File: config.mk
export PLATFORM = sky130hd
export DESIGN_NAME = adder_share_sequencer
export DESIGN_NICKNAME = d
export VERILOG_FILES = /design/src/rtl/adder_share_sequencer.sv
export SDC_FILE = /design/constraint.sdc
export NUM_CORES = 1
export LEC_CHECK = 0
export ABC_AREA = 1
export BUFFER_PORTS_ARGS = -buffer_cell sky130_fd_sc_hd__buf_2
export CORE_UTILIZATION = 55
export CTS_CLUSTER_DIAMETER = 100
export DETAILED_ROUTE_END_ITERATION = 10
export PLACE_DENSITY = 0.8
export SKIP_CTS_REPAIR_TIMING = 1
export SYNTH_ARGS = -nofsm -noshare
export SYNTH_HDL_FRONTEND = slang
export SYNTH_SLANG_ARGS = --single-unit
File: constraint.sdc
create_clock -name clk -period 10.8 [get_ports clk]
set_input_delay 1.08 -clock clk [delete_from_list [all_inputs] [get_ports clk]]
set_output_delay 1.08 -clock clk [all_outputs]
set_load 0.005 [all_outputs]
File: src/rtl/adder_share_sequencer.sv
// Round-robin sequencer sharing one 32-bit adder among NREQ requesters.
// Each grant runs a WORDS x 32-bit add, one word per cycle, LSW first.
module full_32bit_adder (
   input  logic [31:0] a,
   input  logic [31:0] b,
   input  logic        cin,
   output logic [31:0] sum,
   output logic        cout
);
   assign {cout, sum} = {1'b0, a} + {1'b0, b} + {32'd0, cin};
endmodule

module adder_share_sequencer #(
   parameter int NREQ  = 2,
   parameter int WORDS = 2
) (
   input  logic                  clk,
   input  logic                  rst,
   input  logic [NREQ-1:0]       req,
   input  logic [NREQ*32*WORDS-1:0] a_in,
   input  logic [NREQ*32*WORDS-1:0] b_in,
   input  logic [NREQ-1:0]       cin_in,
   output logic [NREQ-1:0]       gnt,
   output logic                  busy,
   output logic [NREQ-1:0]       done,
   output logic [32*WORDS-1:0]   result,
   output logic                  cout
);
   localparam int W  = 32 * WORDS;
   localparam int PW = $clog2(NREQ);
   localparam int KW = (WORDS > 1) ? $clog2(WORDS) : 1;

   localparam logic [1:0] IDLE = 2'd0;
   localparam logic [1:0] RUN  = 2'd1;
   localparam logic [1:0] DONE = 2'd2;

   logic [1:0]              state;
   logic [PW-1:0]           ptr, own, win;
   logic [KW-1:0]           k;
   logic                    carry, any, cin_sel;
   logic [WORDS-1:0][31:0]  a_q, b_q, stage;
   logic [W-1:0]            a_sel, b_sel;
   logic [2*NREQ-1:0]       dbl;
   logic [PW:0]             pos;
   logic [31:0]             sum_w;
   logic                    co_w;

   // Rotate the request vector so bit 0 is the pointer; first set bit wins.
   always_comb begin
      any = 1'b0;
      pos = '0;
      dbl = {req, req} >> ptr;
      for (int i = 0; i < NREQ; i++) begin
         if (!any && dbl[i]) begin
            any = 1'b1;
            pos = {1'b0, ptr} + (PW+1)'(i);
         end
      end
      win = (pos >= (PW+1)'(NREQ)) ? PW'(pos - (PW+1)'(NREQ)) : PW'(pos);
   end

   always_comb begin
      a_sel   = '0;
      b_sel   = '0;
      cin_sel = 1'b0;
      for (int i = 0; i < NREQ; i++) begin
         if (PW'(i) == win) begin
            a_sel   = a_in[i*W +: W];
            b_sel   = b_in[i*W +: W];
            cin_sel = cin_in[i];
         end
      end
   end

   full_32bit_adder u_add (
      .a    (a_q[k]),
      .b    (b_q[k]),
      .cin  (carry),
      .sum  (sum_w),
      .cout (co_w)
   );

   assign busy = (state == RUN) || (state == DONE);

   always_ff @(posedge clk or posedge rst) begin
      if (rst) begin
         state  <= IDLE;
         ptr    <= '0;
         own    <= '0;
         k      <= '0;
         carry  <= 1'b0;
         a_q    <= '0;
         b_q    <= '0;
         stage  <= '0;
         gnt    <= '0;
         done   <= '0;
         result <= '0;
         cout   <= 1'b0;
      end else begin
         done <= '0;
         case (state)
            IDLE: if (any) begin
               state <= RUN;
               gnt   <= NREQ'(1) << win;
               own   <= win;
               a_q   <= a_sel;
               b_q   <= b_sel;
               carry <= cin_sel;
               k     <= '0;
            end
            RUN: begin
               stage[k] <= sum_w;
               carry    <= co_w;
               if (k == KW'(WORDS-1)) begin
                  state <= DONE;
                  k     <= '0;
               end else begin
                  k <= k + 1'b1;
               end
            end
            DONE: begin
               result <= stage;
               cout   <= carry;
               done   <= NREQ'(1) << own;
               gnt    <= '0;
               ptr    <= (own == PW'(NREQ-1)) ? '0 : own + 1'b1;
               state  <= IDLE;
            end
            default: state <= IDLE;
         endcase
      end
   end
endmodule

== Yosys cells after proc, flatten, opt, wreduce, memory -nomap -nowiden ==
Index checks and enable logic that the tools add are counted.
Word-level totals
  register bits: 267
  output and inout port bits: 70
  bits of input ports: 262
Operators by class
  mux-type cells: 27
  order comparisons: 3
  shift-type cells: 3
  equal/unequal tests: 4
  reductions and logical operators: 11
  add/sub/neg operators: 6
Operators with widths (count)
  2-to-1 mux 32 bit: 5
  2-to-1 mux 64 bit: 2
  bitwise mux 64 bit: 1
  adder 32 x 32 -> 33 bit: 1
  adder 33 x 1 -> 33 bit: 1
  demux 32 bit (select 1 bit): 1
  2-to-1 mux 2 bit: 5
  2-to-1 mux 1 bit: 9
  case mux 2 bit (2 select lines): 2
  AND reduction 2 bit: 4
  != test 2 bit (second input constant): 2
  case mux 1 bit (2 select lines): 2
  nonzero test 2 bit: 2
  << shifter 1 x 1 -> 2 bit (first input constant): 2
  >> shifter 4 x 1 -> 2 bit: 1
  adder 1 bit (second input constant): 2
  adder 1 x 1 -> 2 bit (second input constant): 1
  equality test 2 x 1 -> 1 bit (second input constant): 1
  equality test 2 bit (second input constant): 1
  >= comparator 2 bit (second input constant): 1
  logical AND 1 bit: 2
  zero test 2 bit: 1
  < comparator 1 x 2 -> 1 bit (second input constant): 1
  >= comparator 1 bit (second input constant): 1
  other kinds (3): 3

== Longest topological paths before layout ==
  word-level depth: 10
  mapped depth: 18
  mapped depth without buffers: 17

== By module ==
From an unflattened synthesis, not the netlist that was laid out.
Unflattened totals
  cells, all modules: 1975
  area total of the unflattened synthesis: 14156.1 um^2
By module, submodules not included
  adder_share_sequencer: times used 1, cells each 1473, area each 11775.0 um^2, seq. area each 6681.4 um^2
  full_32bit_adder: times used 1, cells each 502, area each 2381.0 um^2, seq. area each 0.0 um^2

== Worst setup path before layout ==
Ideal clock, no wire load.
  kind: flip-flop to flip-flop
  start point: reg k
  end point: reg stage[48] in the netlist's numbering
  buffers on the path: 1
  period minus slack after synthesis: 2.452 ns
  arrival: 2.386 ns
  path slack: 8.348 ns
  cell stages (with the launch flop): 18
  library setup time: 0.066 ns
  cell sequence: dfrtp_1 > inv_2 > clkbuf_1 > nand2_1 > nand2_1 > fa_1 > inv_1 > fa_1 > inv_1 > nand3_1 > nand3_2 > nand2_1 > nand2_2 > nand2_1 > nand2_1 > xor2_1 > nand2_1 > nand2_1
Between the ends
  cells in the longest elaborated chain, start to end: 5
RTL lines
  from (decl): RTL line 39  | logic [KW-1:0] k;
  from (signal assigned): RTL line 118  | k <= k + 1'b1;
  2-to-1 mux 32 bit (not written as such), or another cell as far along (2 in a row): RTL line 76  | .a (a_q[k]),
  adder 32 x 32 -> 33 bit / 2-to-1 mux 32 bit (equally long branches): RTL line 10, 112
  adder 33 x 1 -> 33 bit / demux 32 bit (select 1 bit) (equally long branches): RTL line 10, 112
  bitwise mux 64 bit (*): RTL line 112  | stage[k] <= sum_w;
  to (signal, indexed assignment): RTL line 112
  to (decl): RTL line 41  | logic [WORDS-1:0][31:0] a_q, b_q, stage;
Every way passes the cells marked *; elsewhere a longest branch is shown, timed or not. The select of a mux whose other input is x is not followed.
A chain may end at the register's enable or synchronous reset.

== Worst setup path after layout ==
Ends and elaborated chain as after synthesis.

==> reports/metrics.yaml <==
power:
  power_density_mw_per_mm2: 377
  p_int_w: 0.00341
  clockPowerShare_pct: 16.7
  leakagePower_nw: 9.45
  swShare_pct: 47.8
  ir_worst_vdd_mv: 0.205
  p_switching_w: 0.00313
  p_seq_share_pct: 26.9
  power_frac_comb_pct: 56.4
yosys:
  synth_seq_cells: 267
  yosysWarnings: 0
  syn_area_mm2: 0.0146
  ys_dominant_reg_cell: "dfrtp_1"
  synth_top_area_share_pct: 45.7
  ys_types: 35
  synth_edf_count: 0
  synth_area_leaders: "dfrtp_1 (46%), nand2_1 (25%), a31oi_2 (5.1%)"
  synth_common_cells: "nand2_1 (955), dfrtp_1 (267), nor2_1 (171)"
  async_flop_share_pct: 100
  synth_largest_area_cell: "dfrtp_1"
  post-synth-top-count-cell: "nand2_1"
  syn_inst: 1985
  ys_seq_area_share_pct: 45.7
  syn_avg_cell_area_um2: 7.37
  syn-num-nets: 2283
floorplanning:
  core-area_mm2: 0.0261
  num_rows: 59
  start_util_pct: 56.1
  die_w_um: 165
  fp.dieH_um: 165
  die_area_mm2: 0.0273
  boundaryPins: 332
timing:
  hold-worst-slack_ps: 468
  tns_ps: 0
  slew_headroom_pct: 20.9
  post-route-min-period_ps: 3500
  slew_viol_final: 0
  rsz0062_at_grt: "no"
  worstMarginPinSlew_ps: 1190
  hold_viol: 0
  period_share_pct: 32.4
  setup_violations: 0
  fin_skew_ps: 13.8
  clock.fmax_mhz: 286
setup_path:
  arrival_ps: 3970
  r2r_cells: 18
  worstSetupEndpointType: "flip-flop"
  critPathRequiredTime_ps: 11270
  cp-start-kind: "flip-flop"
  critPathMaxFanout: 68
  criticalPathCategory: "flip-flop to flip-flop"
worst_hold_path:
  hold_path.class: "flip-flop to flip-flop"
  min_path_cells: 2
place:
  dp.cells: 2565
  io_buffer_count: 331
  place_congestion: 0.906
  dpl_cell_area_mm2: 0.0163
  dp_hpwl_um: 30600
run_status:
  outcome: "complete, no violations"
cts:
  cts_tree: "yes"
  htreeDepth: 1
  cts_max_path_buffers: 3
  clockRootBuffer: "clkbuf_16"
  cts_sinks: 267
  clk_pin_slew_ps: 70
  worstSkewPairLatency_ps: 540
  numCtsBuffers: 28
global_routing:
  grt_usage_pct: 30.8
  grt_overflow: 0
  first_global_vias: 12884
  grt_max_degree: 144
  grt_pass1_wl_um: 65600
  antenna_found_initial: 1
layout:
  nets: 2558
  regArea_mm2: 0.00668
  stdcell_area_mm2: 0.0174
  fin_cells: 2619
  multiInputGateArea_mm2: 0.00692
  areaGrowthSynthToFinish_pct: 18.8
  fillers: 2239
  fin_util_pct: 66.7
  drive_gt1_share_pct: 20.9
route:
  routed_via_density: 5.22
  wl_per_cell_um: 15.8
  ant_nets: 0
  drt_wl_total_um: 41300
  initialDrtViolationCount: 1109
  drc: 0
  vias: 13665
  first_pass_iters: 5
job:
  drv_cap: 0
worst max-delay path, stage by stage, from the launching register on:
cell and delay (ps):
dfrtp_2 390, buf_4 340, inv_2 100, buf_4 550
nand2_1 110, nand2_1 110, fa_1 250, inv_1 70
fa_1 400, inv_1 110, nand3_1 90, nand3_2 110
nand2_1 70, nand2_2 100, nand2_1 70, nand2_1 100
xor2_1 220, nand2_1 70, nand2_1 70
sequential cells by signal (all words and copies together), names as in the netlist:
signal  cells
a_q        64
k           1
carry       1
ptr         1
b_q        64
gnt         2
own         1
state       2
result     64
cout        1
stage      64
done        2
per-stage QoR:
stage / setup slack, ps / total power (W)
after floorplan: 2370 / 0.00439
after global placement: 7330 / 0.00534
after detailed placement: 7220 / 0.00542
after CTS: 7330 / 0.00654
after global routing: 6940 / 0.00714
final: 7300 / 0.00655
final cells by class:
class	instances	area share, %
multi-input cells	1476	39.8
inverters	145	3.23
repair buffers	342	10.0
flip-flops and latches	267	38.5
diodes	2	0.0288
clock inverters	17	1.60
well taps	335	2.41
clock buffers	35	4.48
path summary, 6_finish.rpt:
path / to / start / slack, ps
setup / recovery: stage[48] / k / 7300
hold / removal: result[1] / result[1] / 470
setup reg to reg: stage[48] / k / 7300
hold reg to reg: result[1] / result[1] / 470
max in group asynchronous: a_q[53] / rst / 8610
min in group asynchronous: result[4] / rst / 720
placed cells by master (no fill, tap or decap), types with 2 or more instances in the layout:
master and count:
diode_2 2, clkinv_2 5, nor2_2 3, nand2_1 955, or2_2 2, nor2_1 171, buf_4 11, inv_8 3
o21ai_0 39, clkbuf_8 3, a31oi_2 60, clkbuf_16 29, ha_1 33, nand3b_1 2, nand3_1 75, a31oi_1 64
inv_1 136, xor2_1 4, fa_1 2, bufinv_16 7, a21oi_1 19, nand4_1 3, inv_2 6, o21ai_1 10
o21bai_1 3, nand2_2 6, clkinvlp_4 3, or2_1 2, nand2_4 2, nor3_1 3, clkbuf_1 3, xnor2_1 10
dfrtp_1 266, buf_2 331
power groups by stage:
| stage | combinational [W] | sequential [W] | clock [W] |
|---|---|---|---|
| 5_1_grt | 0.00418 | 0.00182 | 0.00114 |
| 3_5_place_dp | 0.00365 | 0.00177 | 0 |
| 2_1_floorplan | 0.00269 | 0.00170 | 0 |
| 4_1_cts | 0.00368 | 0.00176 | 0.00110 |
| 6_report | 0.00369 | 0.00176 | 0.00109 |
| 3_3_place_gp | 0.00358 | 0.00176 | 0 |
logic make-up (layout without fill, tap and decap cells):
group | after synthesis | in the layout | share of synthesized area (%)
adders and majority gates | 36 | 36 | 3.18
DFF | 267 | 267 | 45.7
other | 0 | 2 | 0
xor gates and xnor gates | 14 | 14 | 0.838
and+or+nand+nor | 1228 | 1228 | 32.7
AOI/OAI and AO/OA | 198 | 198 | 10.5
buffers and inverters | 242 | 539 | 7.10
metal layers:
metal | up-vias | part of all wire [%] | track usage, %
li1 | 6800 | - | -
met1 | 6258 | 45 | 43.9
met2 | 535 | 45 | 48.8
met3 | 72 | 6.7 | 4.20
met4 | 0 | 2.9 | 9.22
met5 | - | 0 | 0
(Power assumes the default switching activity.)
